`src/rtl/seven_seg_pkg.sv`:
```
// Shared types and helpers for the seven-segment scan controller.
package seven_seg_pkg;

  typedef enum logic {ST_BLANK, ST_DRIVE} scan_state_t;

  localparam int SEG_W    = 7;
  localparam int NIBBLE_W = 4;

  // One-hot digit drive in the requested polarity; callers truncate to their digit count.
  function automatic logic [31:0] digit_onehot(input int unsigned idx, input logic active_low);
    logic [31:0] onehot;
    onehot = 32'd1 << idx;
    return active_low ? ~onehot : onehot;
  endfunction

endpackage

```
`src/rtl/seven_segment_display.sv`:
```
// Hex nibble to seven-segment decoder; segments[0]=a .. segments[6]=g, active high.
module seven_segment_display
  import seven_seg_pkg::*;
(
  input  logic [NIBBLE_W-1:0] value,
  output logic [SEG_W-1:0]    segments
);

  always_comb begin
    segments = '0;
    case (value)
      4'h0: segments = 7'h3F;
      4'h1: segments = 7'h06;
      4'h2: segments = 7'h5B;
      4'h3: segments = 7'h4F;
      4'h4: segments = 7'h66;
      4'h5: segments = 7'h6D;
      4'h6: segments = 7'h7D;
      4'h7: segments = 7'h07;
      4'h8: segments = 7'h7F;
      4'h9: segments = 7'h6F;
      4'hA: segments = 7'h77;
      4'hB: segments = 7'h7C;
      4'hC: segments = 7'h39;
      4'hD: segments = 7'h5E;
      4'hE: segments = 7'h79;
      4'hF: segments = 7'h71;
      default: segments = '0;
    endcase
  end

endmodule

```
`src/rtl/seven_segment_scan_controller.sv`:
```
// Scans NUM_DIGITS digits through one decoder with blanking between dwell slots;
// displayed values only change at frame boundaries.
module seven_segment_scan_controller
  import seven_seg_pkg::*;
#(
  parameter int NUM_DIGITS       = 2,
  parameter int DWELL_CYCLES     = 12000,
  parameter int BLANK_CYCLES     = 200,
  parameter int DIGIT_ACTIVE_LOW = 1
) (
  input  logic                           clk,
  input  logic                           reset,
  input  logic [NIBBLE_W*NUM_DIGITS-1:0] digit_values,
  input  logic [NUM_DIGITS-1:0]          digit_enable,
  input  logic                           load,
  output logic [SEG_W-1:0]               segments,
  output logic [NUM_DIGITS-1:0]          digit_select,
  output logic                           frame_done
);

  localparam int MAX_CYCLES = (DWELL_CYCLES > BLANK_CYCLES) ? DWELL_CYCLES : BLANK_CYCLES;
  localparam int CNT_W      = $clog2(MAX_CYCLES);
  localparam int IDX_W      = $clog2(NUM_DIGITS);
  localparam int DATA_W     = NIBBLE_W * NUM_DIGITS;

  localparam logic [CNT_W-1:0]      BLANK_LAST = CNT_W'(BLANK_CYCLES - 1);
  localparam logic [CNT_W-1:0]      DWELL_LAST = CNT_W'(DWELL_CYCLES - 1);
  localparam logic [IDX_W-1:0]      IDX_LAST   = IDX_W'(NUM_DIGITS - 1);
  localparam logic [NUM_DIGITS-1:0] ALL_OFF    = (DIGIT_ACTIVE_LOW != 0) ? '1 : '0;

  scan_state_t           state;
  logic [CNT_W-1:0]      cnt;
  logic [IDX_W-1:0]      idx;
  logic [DATA_W-1:0]     active;
  logic [DATA_W-1:0]     pending;
  logic                  pending_valid;
  logic [NUM_DIGITS-1:0] drive_on;
  logic [NUM_DIGITS-1:0] drive_next;
  logic [NIBBLE_W-1:0]   cur_value;

  always_comb begin
    drive_on   = NUM_DIGITS'(digit_onehot(32'(idx), 1'(DIGIT_ACTIVE_LOW != 0)));
    drive_next = digit_enable[idx] ? drive_on : ALL_OFF;
    cur_value  = active[NIBBLE_W*int'(idx) +: NIBBLE_W];
  end

  always_ff @(posedge clk) begin
    if (!reset) begin
      state         <= ST_BLANK;
      cnt           <= '0;
      idx           <= '0;
      active        <= '0;
      pending       <= '0;
      pending_valid <= 1'b0;
      frame_done    <= 1'b0;
      digit_select  <= ALL_OFF;
    end else begin
      frame_done <= 1'b0;
      if (load) begin
        pending       <= digit_values;
        pending_valid <= 1'b1;
      end
      case (state)
        ST_BLANK: begin
          if (cnt == BLANK_LAST) begin
            cnt          <= '0;
            state        <= ST_DRIVE;
            digit_select <= drive_next;
          end else begin
            cnt <= cnt + 1'b1;
          end
        end
        ST_DRIVE: begin
          if (cnt == DWELL_LAST) begin
            cnt          <= '0;
            state        <= ST_BLANK;
            digit_select <= ALL_OFF;
            if (idx == IDX_LAST) begin
              // Frame boundary: a same-cycle load bypasses pending; pending_valid clears either way.
              idx           <= '0;
              frame_done    <= 1'b1;
              pending_valid <= 1'b0;
              if (load)
                active <= digit_values;
              else if (pending_valid)
                active <= pending;
            end else begin
              idx <= idx + 1'b1;
            end
          end else begin
            cnt          <= cnt + 1'b1;
            digit_select <= drive_next;
          end
        end
        default: state <= ST_BLANK;
      endcase
    end
  end

  seven_segment_display u_decoder (
    .value    (cur_value),
    .segments (segments)
  );

endmodule

```
`config.mk`:
```
export PLATFORM = sky130hd
export DESIGN_NAME = seven_segment_scan_controller
export DESIGN_NICKNAME = d
export VERILOG_FILES = /design/src/rtl/seven_seg_pkg.sv /design/src/rtl/seven_segment_display.sv /design/src/rtl/seven_segment_scan_controller.sv
export SDC_FILE = /design/constraint.sdc
export NUM_CORES = 1
export LEC_CHECK = 0
export ABC_AREA = 1
export BUFFER_PORTS_ARGS = -buffer_cell sky130_fd_sc_hd__buf_2
export CORE_MARGIN = 1
export CORE_UTILIZATION = 52
export CTS_BUF_LIST = sky130_fd_sc_hd__clkbuf_16
export CTS_CLUSTER_SIZE = 28
export DETAILED_ROUTE_END_ITERATION = 16
export GPL_TIMING_DRIVEN = 0
export PLACE_DENSITY = 0.83
export SYNTH_ARGS = -nofsm -noshare
export SYNTH_HDL_FRONTEND = slang
export SYNTH_SLANG_ARGS = --single-unit
```
`constraint.sdc`:
```
create_clock -name clk -period 1.4 [get_ports clk]
set_input_delay 0.14 -clock clk [delete_from_list [all_inputs] [get_ports clk]]
set_output_delay 0.14 -clock clk [all_outputs]
set_load 0.01 [all_outputs]
```
* Word level (Yosys, flattened, before mapping)
Memory sizes are Yosys's and may differ from the RTL's.
Cells that the tools add are included.
** Operators by class
- Add/subtract/negate cells :: 2
- Mux-type cells :: 20
- Shifts and indexed selects :: 2
- Bitwise gates (word level) :: 2
- Div/mod/pow operators :: 0
- Reductions and logical operators :: 4
- Multipliers :: 0
- Eq/ne operators :: 3
- Magnitude comparators :: 1
** Operator list (number)
- $mux W14 :: 2
- $pmux W14 S2 :: 1
- $mux W8 :: 2
- $add A14 B1 Y14 const B :: 1
- $eq A14 B14 Y1 const B :: 1
- $eq A14 B8 Y1 const B :: 1
- $mux W1 :: 10
- $shiftx A8 B4 Y4 :: 1
- $mux W2 :: 3
- $pmux W2 S2 :: 1
- $reduce_and A4 Y1 :: 1
- $reduce_and A3 Y1 :: 1
- $lt A1 B2 Y1 const B :: 1
- $ne A2 B2 Y1 const B :: 1
- $not A2 Y2 :: 1
- $pmux W1 S2 :: 1
- $reduce_and A2 Y1 :: 1
- $reduce_bool A2 Y1 :: 1
- $shl A1 B1 Y2 const A :: 1
- $add A1 B1 Y1 const B :: 1
- $not A1 Y1 :: 1
** Word-level totals
- Memory bits (read-only) :: 112
- Word-level logic and storage cells :: 43
- Input bits :: 13
- RAM bits :: 0
- Flip-flop bits (word level) :: 36
- Output and inout bits :: 10
- Bits in latches :: 0
- Memories :: 1
** Memories
- (no name shown) :: words 16, bits a word 7, rd ports 1, clocked after memory_dff 0, write ports 0, line seven_segment_display.sv:11 : case (value)

* Logic depth before layout (Yosys ltp)
Gate-level depths: netlist of the first run.
- Word-level depth :: 5
- Depth in mapped cells :: 9
- Mapped depth without buffers :: 9

* Hierarchy
From an unflattened synthesis of the first run, not the netlist that was laid out.
** Unflattened totals
- Cell total of the unflattened synthesis :: 284
- Area total of the unflattened synthesis :: 1993.2 sq um
** Modules (own cells, without submodules)
- seven_segment_scan_controller :: cells each 231, area each 1690.4 sq um, seq. area each 720.7 sq um, times used 1
- seven_segment_display :: cells each 53, area each 302.8 sq um, seq. area each 0.0 sq um, times used 1

* Worst setup path before layout of the first run
Ideal clock, no wire load.
- Path kind :: reg2out
- From :: register idx
- To :: output port segments[5]
- Path buffers :: 1
- Slack :: -0.360 ns
- Stages on the path, launching flop included :: 8
- Arrival :: 1.620 ns
- Cells stage by stage :: dfxtp_1 buf_6 o21ai_0 inv_1 ha_1 inv_1 o21ai_0 o21ai_0
** On the way
- Longest elaborated chain between the ends :: 2
** Ends and longest elaborated chain
- start, declared :: line seven_segment_scan_controller.sv:33 : logic [IDX_W-1:0] idx;
- start signal, assigned :: line seven_segment_scan_controller.sv:88 : idx <= idx + 1'b1;
- $shiftx A8 B4 Y4 :: line seven_segment_scan_controller.sv:44 : cur_value = active[NIBBLE_W*int'(idx) +: NIBBLE_W];
- $mem_v2 Z16 W7
- end, declared :: line seven_segment_scan_controller.sv:16 : output logic [SEG_W-1:0] segments,
Every way passes these cells.

* Worst setup path after layout of the first run
- From :: register idx
- To :: output port segments[0]
Same word-level chain as after synthesis.

==> results of run 1 <==
## cells by family after synthesis
kind of cell               count (synthesis)  share of synthesized area [%]
AOI/OAI and AO/OA                         29                           8.22
xor gates and xnor gates                   6                           2.74
adders and majority gates                  8                           5.22
buffers and inverters                     54                           11.1
DFF                                       36                           37.6
and+or+nand+nor                          149                           35.1
## state kept, by name, summed over array words and instances, names as in the netlist
register	cells
pending_valid	1
digit_select	2
idx	1
frame_done	1
pending	8
state	1
cnt	14
active	8
## worst max-delay path, delay by kind of cell (launching register included)
kind / cells / cell delay [ns]
fa+ha+maj: 1 / 0.17
flops: 1 / 0.33
compound gates: 2 / 0.36
simple gates: 2 / 0.14
buf+inv: 3 / 0.36
## power by group through the flow
stage / clock [mW] / combinational [mW] / sequential (mW)
after floorplan: 0 / 0.0656 / 1.08
after global placement: 0 / 0.0971 / 1.08
after detailed placement: 0 / 0.0978 / 1.08
after CTS: 1.04 / 0.107 / 1.06
after global routing: 1.09 / 0.135 / 1.07
final: 1.04 / 0.121 / 1.07
## how the worst min path moves through the flow
stage,end,slack [ns],cells after the start
after global routing,digit_select[0]$_SDFFE_PN1P_,0.19,4
final,digit_select[0]$_SDFFE_PN1P_,0.15,4
after CTS,digit_select[0]$_SDFFE_PN1P_,0.15,4
after global placement,digit_select[0]$_SDFFE_PN1P_,0.43,4
after floorplan,idx$_SDFFE_PN0P_,0.27,2
after detailed placement,digit_select[0]$_SDFFE_PN1P_,0.43,4
## per-stage QoR
stage | instances | TNS, ns | cell area [um2] | utilization, % | worst slack (ns)
6_report | 369 | -3.42 | 2580 | 75.1 | -0.396
5_1_grt | 369 | -5.14 | 2580 | 75.1 | -0.475
4_1_cts | 367 | -2.79 | 2500 | 72.5 | -0.355
3_5_place_dp | 349 | -4.06 | 2110 | 61.4 | -0.315
3_3_place_gp | 349 | -3.16 | 2110 | 61.4 | -0.286
2_1_floorplan | 282 | 0 | 1950 | - | 0.00263
## area by class of cell
| cell class | instances | area, um2 |
|---|---|---|
| buffer | 6 | 38.8 |
| multi-input combinational | 193 | 1210 |
| clock inverter | 2 | 7.51 |
| inverter | 48 | 185 |
| sequential | 36 | 732 |
| tap | 46 | 57.6 |
| fill | 243 | 857 |
| clock buffer | 5 | 125 |
| timing repair buffer | 33 | 225 |
## per-layer routing
| metal | global-route usage [%] | vias to the layer above | wire length, um |
|---|---|---|---|
| li1 | - | 969 | - |
| met1 | 29.0 | 893 | 2110 |
| met2 | 44.2 | 93 | 2450 |
| met3 | 6.93 | 18 | 306 |
| met4 | 9.88 | 0 | 151 |
| met5 | 0 | - | 0 |
## timing repair
action | in CTS | in global routing
pin swaps | 12 | 4
gates resized for setup | 36 | 21
buffers inserted | 9 | 2
cloned | 2 | 0
endpoints found under the setup margin | 30 | 28
hold endpoints to repair | 0 | 0
## cells in the final DEF (no fill, tap or decap), types with 7 or more instances in the layout
cell and count:
nand3_1 9, buf_4 7, dfxtp_1 29, o21ai_0 11, nand2_1 60, nor2_1 42
nand4_1 10, buf_2 23, inv_1 43
==> flow_summary.json, run 1 <==
{
  "status": "finished with violations",
  "violations": "negative setup slack",
  "synth-edff-count": 0,
  "p_comb_share_pct": 5.4,
  "ios": 23,
  "start_util_pct": 55.7,
  "hold_start": "digit_enable[0]",
  "seqPwrFrac_pct": 47.8,
  "grt_setup_unrepaired": "true",
  "end_kind": "output pin",
  "setup_viol": 15,
  "vias": 1973,
  "clkPwrFrac_pct": 46.7,
  "setup_slack_ns": -0.396,
  "slew_headroom_pct": 70.2,
  "crit_type": "flip-flop to output pin",
  "numCtsBuffers": 5,
  "cpPeakStageDelay_ns": 0.33,
  "swShare_pct": 22.1,
  "r2r_start": "idx$_SDFFE_PN0P_",
  "grt_first_pass_wirelength_um": 7800,
  "cts_tree": "built",
  "p_switching_mw": 0.493,
  "yosys_warnings": 0,
  "fin_crit_ns": 1.80,
  "routed_wl_um": 5020,
  "synth_seq_area_share_pct": 37.6,
  "num_rows": 21,
  "path_clk_slew_ns": 0.05,
  "cts_buffer_depth": 2,
  "drc": 0,
  "drive_gt1_share_pct": 27.6,
  "endpoint": "segments[0]",
  "clock_sinks": 36,
  "r2r_setup_slack_ns": -0.15,
  "p_per_area_nw_per_um2": 862,
  "drv_slew": 0,
  "dieWidth_um": 62.7,
  "yosys-top-cells-count": "nand2_1, inv_1, nor2_1",
  "worstPathRequired_ns": 1.26,
  "ys_types": 27,
  "fin_total_pwr_mw": 2.23,
  "cp_max_fo": 5,
  "ant_nets": 0,
  "yosysTopAreaCellShare_pct": 37.6,
  "ys.flop_type": "dfxtp_1",
  "intPower_mw": 1.73,
  "cp.arrival_ns": 1.66,
  "post-route-period-util_pct": 128,
  "crit_path_start_kind": "flip-flop",
  "port_buffers": 21,
  "dr.pass1.iters": 4,
  "vias_per_cell": 5.35,
  "synthesis.area_um2": 1920,
  "htree_levels": 2,
  "grt_pass1_vias": 1761,
  "coreArea_um2": 3440,
  "critPathLaunch": "idx$_SDFFE_PN0P_",
  "wl_per_cell_um": 13.6,
  "fp.dieArea_um2": 3930,
  "whs_ns": 0.145,
  "leakagePower_nw": 1.16,
  "synth_area_per_cell_um2": 6.80,
  "grt_overflow_total": 0,
  "globalplace.congestion": 0.924,
  "final_net_count": 344,
  "report.final.hold_viol_count": 0,
  "synth_seq_cells": 36,
  "cts-root-buf": "clkbuf_16",
  "yosysMostFrequentCell": "nand2_1",
  "worstReg2RegEnd": "active[2]$_SDFFE_PN0P_",
  "antenna_found_initial": 0,
  "dr.first_iter.drc_count": 82,
  "hold_buffers": 0,
  "rr_worst_depth": 8,
  "yosys-top-cells-area": "dfxtp_1, nand2_1, inv_1",
  "maxCapViolCount": 0,
  "slowest_stage": "dfxtp_2",
  "irDropWorstVdd_mv": 0.729,
  "worst_pin_slew_ns": 0.447,
  "synth_fp_nets": 303,
  "synth_top_cell_by_area": "dfxtp_1",
  "async_reset_ff_share_pct": 0,
  "skew_ns": 0.00404,
  "grt_start_max_net_pins": 11,
  "crit_chain": "buf_6 > o21ai_4 > inv_4 > ha_4 > nand2_1 > nand2_2 > o22ai_2 > buf_2",
  "clock_latency_ns": 0.28,
  "dp_hpwl_um": 2770,
  "fmax_mhz": 557,
  "syn_inst": 282,
  "area_growth_pct": 34.9,
  "track_usage_pct": 25.3,
  "hold_class": "input pin to flip-flop",
  "die_h_um": 62.7,
  "n_antenna_cell": 0
}
No activity file was read; power rests on OpenSTA's default activity.
==> run 2: changes to the inputs <==
PLACE_DENSITY = 0.75   (was 0.83)
TNS_END_PERCENT = 5   (was unset)
==> flow_summary.json, run 2 (same netlist as run 1, synthesis figures left out) <==
{
  "end_kind": "output pin",
  "drv_slew": 0,
  "hold_buffers": 0,
  "grt_setup_unrepaired": "true",
  "antenna_found_initial": 0,
  "fmax_mhz": 565,
  "postLayoutCellArea_um2": 2570,
  "cts_tree": "built",
  "setup_viol": 15,
  "cp_max_fo": 5,
  "setup_tns_ns": -3.12,
  "final_common_cell": "nand2_1",
  "r2r_start": "idx$_SDFFE_PN0P_",
  "setup_slack_ns": -0.369,
  "hold_depth": 4,
  "cts-root-buf": "clkbuf_16",
  "drc": 0,
  "r2r_setup_slack_ns": -0.11,
  "intPower_mw": 1.72,
  "irDropWorstVdd_mv": 0.924,
  "vias_per_cell": 5.08,
  "clock_latency_ns": 0.27,
  "violations": "negative setup slack",
  "pre_cts_slack_ns": -0.319,
  "seqPwrFrac_pct": 48.7,
  "post-route-period-util_pct": 126,
  "cts_buffer_depth": 2,
  "report.final.hold_viol_count": 0,
  "globalplace.congestion": 0.871,
  "grt_pass1_vias": 1787,
  "grt_overflow_total": 0,
  "die_h_um": 62.7,
  "most-common-layout-cells": "nand2_1, nor2_1, inv_1",
  "dp_cells": 349,
  "hold_start": "digit_enable[0]",
  "slew_headroom_pct": 69.7,
  "ios": 23,
  "maxCapViolCount": 0,
  "area_growth_pct": 34.3,
  "largest_register_ffs": 14,
  "final_net_count": 342,
  "fin_total_pwr_mw": 2.17,
  "fin_crit_ns": 1.77,
  "top_regs": "cnt (14), active (8), pending (8)",
  "dr.pass1.iters": 4,
  "path_clk_slew_ns": 0.05,
  "critPathLaunch": "idx$_SDFFE_PN0P_",
  "routed_wl_um": 4370,
  "wl_per_cell_um": 11.9,
  "vias": 1865,
  "dp_hpwl_um": 2720,
  "leakagePower_nw": 1.18,
  "numCtsBuffers": 5,
  "fillCellCount": 256,
  "port_buffers": 21,
  "rr_worst_depth": 8,
  "ant_nets": 0,
  "worstPathRequired_ns": 1.26,
  "cp.arrival_ns": 1.63,
  "hold_class": "input pin to flip-flop",
  "p_comb_share_pct": 4.8,
  "crit_type": "flip-flop to output pin",
  "multi_input_area_um2": 1220,
  "worstHoldEndpoint": "digit_select[0]$_SDFFE_PN1P_",
  "p_switching_mw": 0.449,
  "coreArea_um2": 3440,
  "worstReg2RegEnd": "active[6]$_SDFFE_PN0P_",
  "grt_first_pass_wirelength_um": 7670,
  "p_per_area_nw_per_um2": 842,
  "n_antenna_cell": 0,
  "dpl_cell_area_um2": 2100,
  "clock_sinks": 36,
  "swShare_pct": 20.7,
  "dr.first_iter.drc_count": 52,
  "seq_area_um2": 744,
  "track_usage_pct": 24.6,
  "crit_path_start_kind": "flip-flop",
  "skew_ns": 0.00283,
  "drive_gt1_share_pct": 30.5,
  "fp.dieArea_um2": 3930,
  "htree_levels": 2,
  "top_register": "cnt",
  "worst_pin_slew_ns": 0.454,
  "grt_start_max_net_pins": 11,
  "status": "finished with violations",
  "fin_cells": 367,
  "clkPwrFrac_pct": 46.6,
  "num_rows": 21,
  "dieWidth_um": 62.7,
  "start_util_pct": 55.7
}
[run 2: cell count changes in the layout (fill, tap and decap cells not counted), moves of 2 or more]
cell     previous run  this run
nand3_1             9        11
nand3_2             4         1
nand2_2             3         5
buf_4               7         9
dfxtp_1            29        25
buf_12              2         0
o21ai_1             6         3
inv_1              43        41
o21ai_2             1         4
nand2_1            60        58
dfxtp_4             1         4
[run 2: power groups by stage]
stage | Combinational (mW) | Sequential [mW] | Clock, mW
floorplan | 0.0656 | 1.08 | 0
global route | 0.120 | 1.06 | 1.07
global placement | 0.0984 | 1.08 | 0
detailed placement | 0.0993 | 1.08 | 0
CTS | 0.102 | 1.06 | 1.03
finish | 0.103 | 1.05 | 1.01
[run 2: area by class of cell]
cell class	count	share of cell area (%)
Buffer	6	1.51
Clock buffer	5	4.86
Clock inverter	2	0.292
Inverter	48	7.39
Multi-Input combinational cell	192	47.5
Sequential cell	36	28.9
Tap cell	46	2.24
Timing Repair Buffer	32	7.34
[run 2: per-layer routing]
layer | track usage, % | wire length [um] | vias to the layer above
met5 | 0 | 0 | -
met4 | 11.9 | 125 | 0
met3 | 4.93 | 181 | 14
met2 | 42.1 | 2050 | 46
met1 | 29.3 | 2010 | 844
li1 | - | - | 961
[run 2: how the worst max path moves through the flow]
stage	endpoint	slack (ns)	depth (start not counted)
after floorplan	segments[3]	-0.02	8
final	segments[3]	-0.37	8
after CTS	segments[3]	-0.34	9
after detailed placement	segments[2]	-0.32	6
after global placement	segments[2]	-0.27	6
after global routing	segments[3]	-0.43	8
[run 2: timing repair]
| item | 4_1_cts | 5_1_grt |
|---|---|---|
| resized for setup | 48 | 29 |
| pin swaps | 13 | 9 |
| cloned | 1 | 0 |
| buffers inserted | 7 | 3 |
| endpoints found under the setup margin | 33 | 31 |
[run 2: stage by stage]
step	hold slack, ns	utilization (%)
3_3_place_gp	0.429	61.1
2_1_floorplan	0.269	-
5_1_grt	0.171	74.8
4_1_cts	0.151	70.9
6_report	0.151	74.8
3_5_place_dp	0.437	61.1
[run 2: critical path: stages, from the launching register on]
cell	delay, ns
dfxtp_2	0.33
buf_6	0.13
nand2_2	0.06
o21a_4	0.18
inv_6	0.06
ha_4	0.26
nor2_2	0.04
o22ai_2	0.16
buf_2	0.15
==> run 3: changes to the inputs <==
--- a/config.mk
+++ b/config.mk
@@ -14,5 +14,6 @@
 export DETAILED_ROUTE_END_ITERATION = 16
 export GPL_TIMING_DRIVEN = 0
-export PLACE_DENSITY = 0.75
+export HOLD_SLACK_MARGIN = 0.08
+export PLACE_DENSITY_LB_ADDON = 0.2
 export SYNTH_ARGS = -nofsm -noshare
 export SYNTH_HDL_FRONTEND = slang
==> constraint.sdc (replaced) <==
create_clock -name clk -period 1.4 [get_ports clk]
set_input_delay 0.14 -clock clk [delete_from_list [all_inputs] [get_ports clk]]
set_output_delay 0.14 -clock clk [all_outputs]
set_load 0.1 [all_outputs]
==> flow_summary.json, run 3 (same netlist as run 1, synthesis figures left out) <==
{
  "setup_viol": 15,
  "maxCapViolCount": 0,
  "crit_path_start_kind": "flip-flop",
  "worst_pin_slew_ns": 0.489,
  "cts_buffer_depth": 2,
  "end_kind": "output pin",
  "seqPwrFrac_pct": 48.4,
  "setup_slack_ns": -0.518,
  "largest_register_ffs": 14,
  "coreArea_um2": 3440,
  "drc": 0,
  "irDropWorstVdd_mv": 0.783,
  "clkPwrFrac_pct": 46.9,
  "dp_hpwl_um": 2740,
  "status": "finished with violations",
  "grt_pass1_vias": 1819,
  "port_buffers": 21,
  "globalplace.congestion": 0.863,
  "fin_crit_ns": 1.92,
  "start_util_pct": 55.7,
  "vias_per_cell": 5.11,
  "cts-root-buf": "clkbuf_16",
  "drv_slew": 0,
  "cp_max_fo": 5,
  "grt_setup_unrepaired": "true",
  "num_rows": 21,
  "dp_cells": 349,
  "cp.arrival_ns": 1.78,
  "top_regs": "cnt (14), active (8), pending (8)",
  "numCtsBuffers": 5,
  "skew_ns": 0.00475,
  "r2r_setup_slack_ns": -0.11,
  "slew_headroom_pct": 67.6,
  "hold_buffers": 0,
  "area_growth_pct": 42.8,
  "drive_gt1_share_pct": 31.3,
  "intPower_mw": 1.73,
  "cts_tree": "built",
  "htree_levels": 2,
  "fin_cells": 366,
  "clock_sinks": 36,
  "wl_per_cell_um": 13.1,
  "grt_start_max_net_pins": 11,
  "vias": 1869,
  "path_clk_slew_ns": 0.05,
  "clock_latency_ns": 0.28,
  "dr.pass1.iters": 4,
  "swShare_pct": 21.0,
  "most-common-layout-cells": "nand2_1, inv_1, nor2_1",
  "n_antenna_cell": 0,
  "pre_cts_slack_ns": -0.517,
  "p_per_area_nw_per_um2": 798,
  "endpoint": "segments[0]",
  "crit_type": "flip-flop to output pin",
  "dr.first_iter.drc_count": 72,
  "critPathLaunch": "idx$_SDFFE_PN0P_",
  "top_register": "cnt",
  "die_h_um": 62.7,
  "fp.dieArea_um2": 3930,
  "final_common_cell": "nand2_1",
  "dieWidth_um": 62.7,
  "worstReg2RegEnd": "active[6]$_SDFFE_PN0P_",
  "track_usage_pct": 26.1,
  "report.final.hold_viol_count": 0,
  "grt_first_pass_wirelength_um": 8000,
  "r2r_start": "idx$_SDFFE_PN0P_",
  "final_net_count": 340,
  "fmax_mhz": 521,
  "leakagePower_nw": 1.23,
  "ant_nets": 0,
  "hold_class": "input pin to flip-flop",
  "rr_worst_depth": 8,
  "p_comb_share_pct": 4.7,
  "ios": 23,
  "final_core_util_pct": 79.5,
  "routed_wl_um": 4790,
  "setup_tns_ns": -4.19,
  "antenna_found_initial": 0,
  "p_switching_mw": 0.459,
  "worstPathRequired_ns": 1.26,
  "post-route-period-util_pct": 137,
  "violations": "negative setup slack",
  "grt_overflow_total": 0
}
## run 3: critical path, stage by stage, from the launching register on
cell and delay, ns:
dfxtp_2 0.33, buf_6 0.14, o21ai_4 0.23, inv_4 0.08, ha_4 0.19, nand2_4 0.06
nand2_4 0.06, o22ai_4 0.21, buf_12 0.20
## run 3: metal layers
| metal | share of wire (%) | vias to the layer above | GRT usage [%] |
|---|---|---|---|
| met3 | 4.8 | 11 | 4.74 |
| li1 | - | 957 | - |
| met1 | 42 | 839 | 29.8 |
| met5 | 0 | - | 0 |
| met4 | 1.8 | 0 | 9.88 |
| met2 | 52 | 62 | 47.7 |
## run 3: worst min path at each step
stage,startpoint,to,slack [ns],cells after the start
finish,digit_enable[0],digit_select[0]$_SDFFE_PN1P_,0.15,4
global route,reset,idx$_SDFFE_PN0P_,0.16,3
CTS,digit_enable[0],digit_select[0]$_SDFFE_PN1P_,0.15,4
detailed placement,digit_enable[0],digit_select[0]$_SDFFE_PN1P_,0.43,4
global placement,cnt[0]$_SDFF_PN0_,cnt[0]$_SDFF_PN0_,0.43,1
floorplan,reset,idx$_SDFFE_PN0P_,0.27,2
## run 3: area by class of cell
| type | count | area, um2 |
|---|---|---|
| clock inverters | 3 | 11.3 |
| well taps | 46 | 57.6 |
| repair buffers | 30 | 275 |
| flip-flops and latches | 36 | 739 |
| plain buffers | 6 | 38.8 |
| clock buffers | 5 | 125 |
| fillers | 236 | 704 |
| multi-input cells | 192 | 1300 |
| inverters | 48 | 190 |
## run 3: metrics by stage
stage                     area, um2  hold slack, ns  total power, mW
after floorplan                2050           0.269             1.14
after global placement         2210           0.433             1.18
after detailed placement       2210           0.435             1.18
after CTS                      2670           0.153             2.20
after global routing           2740           0.164             2.26
final                          2740           0.146             2.18
## run 3: repair_timing
item,in CTS,in global routing
gates cloned,1,0
setup endpoints to repair,32,30
pin swaps,10,8
buffers inserted,7,1
gates resized for setup,71,19
## run 3: power groups by stage
stage / clock network, mW / registers (mW) / logic (mW)
global route: 1.07 / 1.06 / 0.122
detailed placement: 0 / 1.08 / 0.0977
CTS: 1.04 / 1.06 / 0.100
finish: 1.02 / 1.06 / 0.102
floorplan: 0 / 1.08 / 0.0656
global placement: 0 / 1.08 / 0.0974
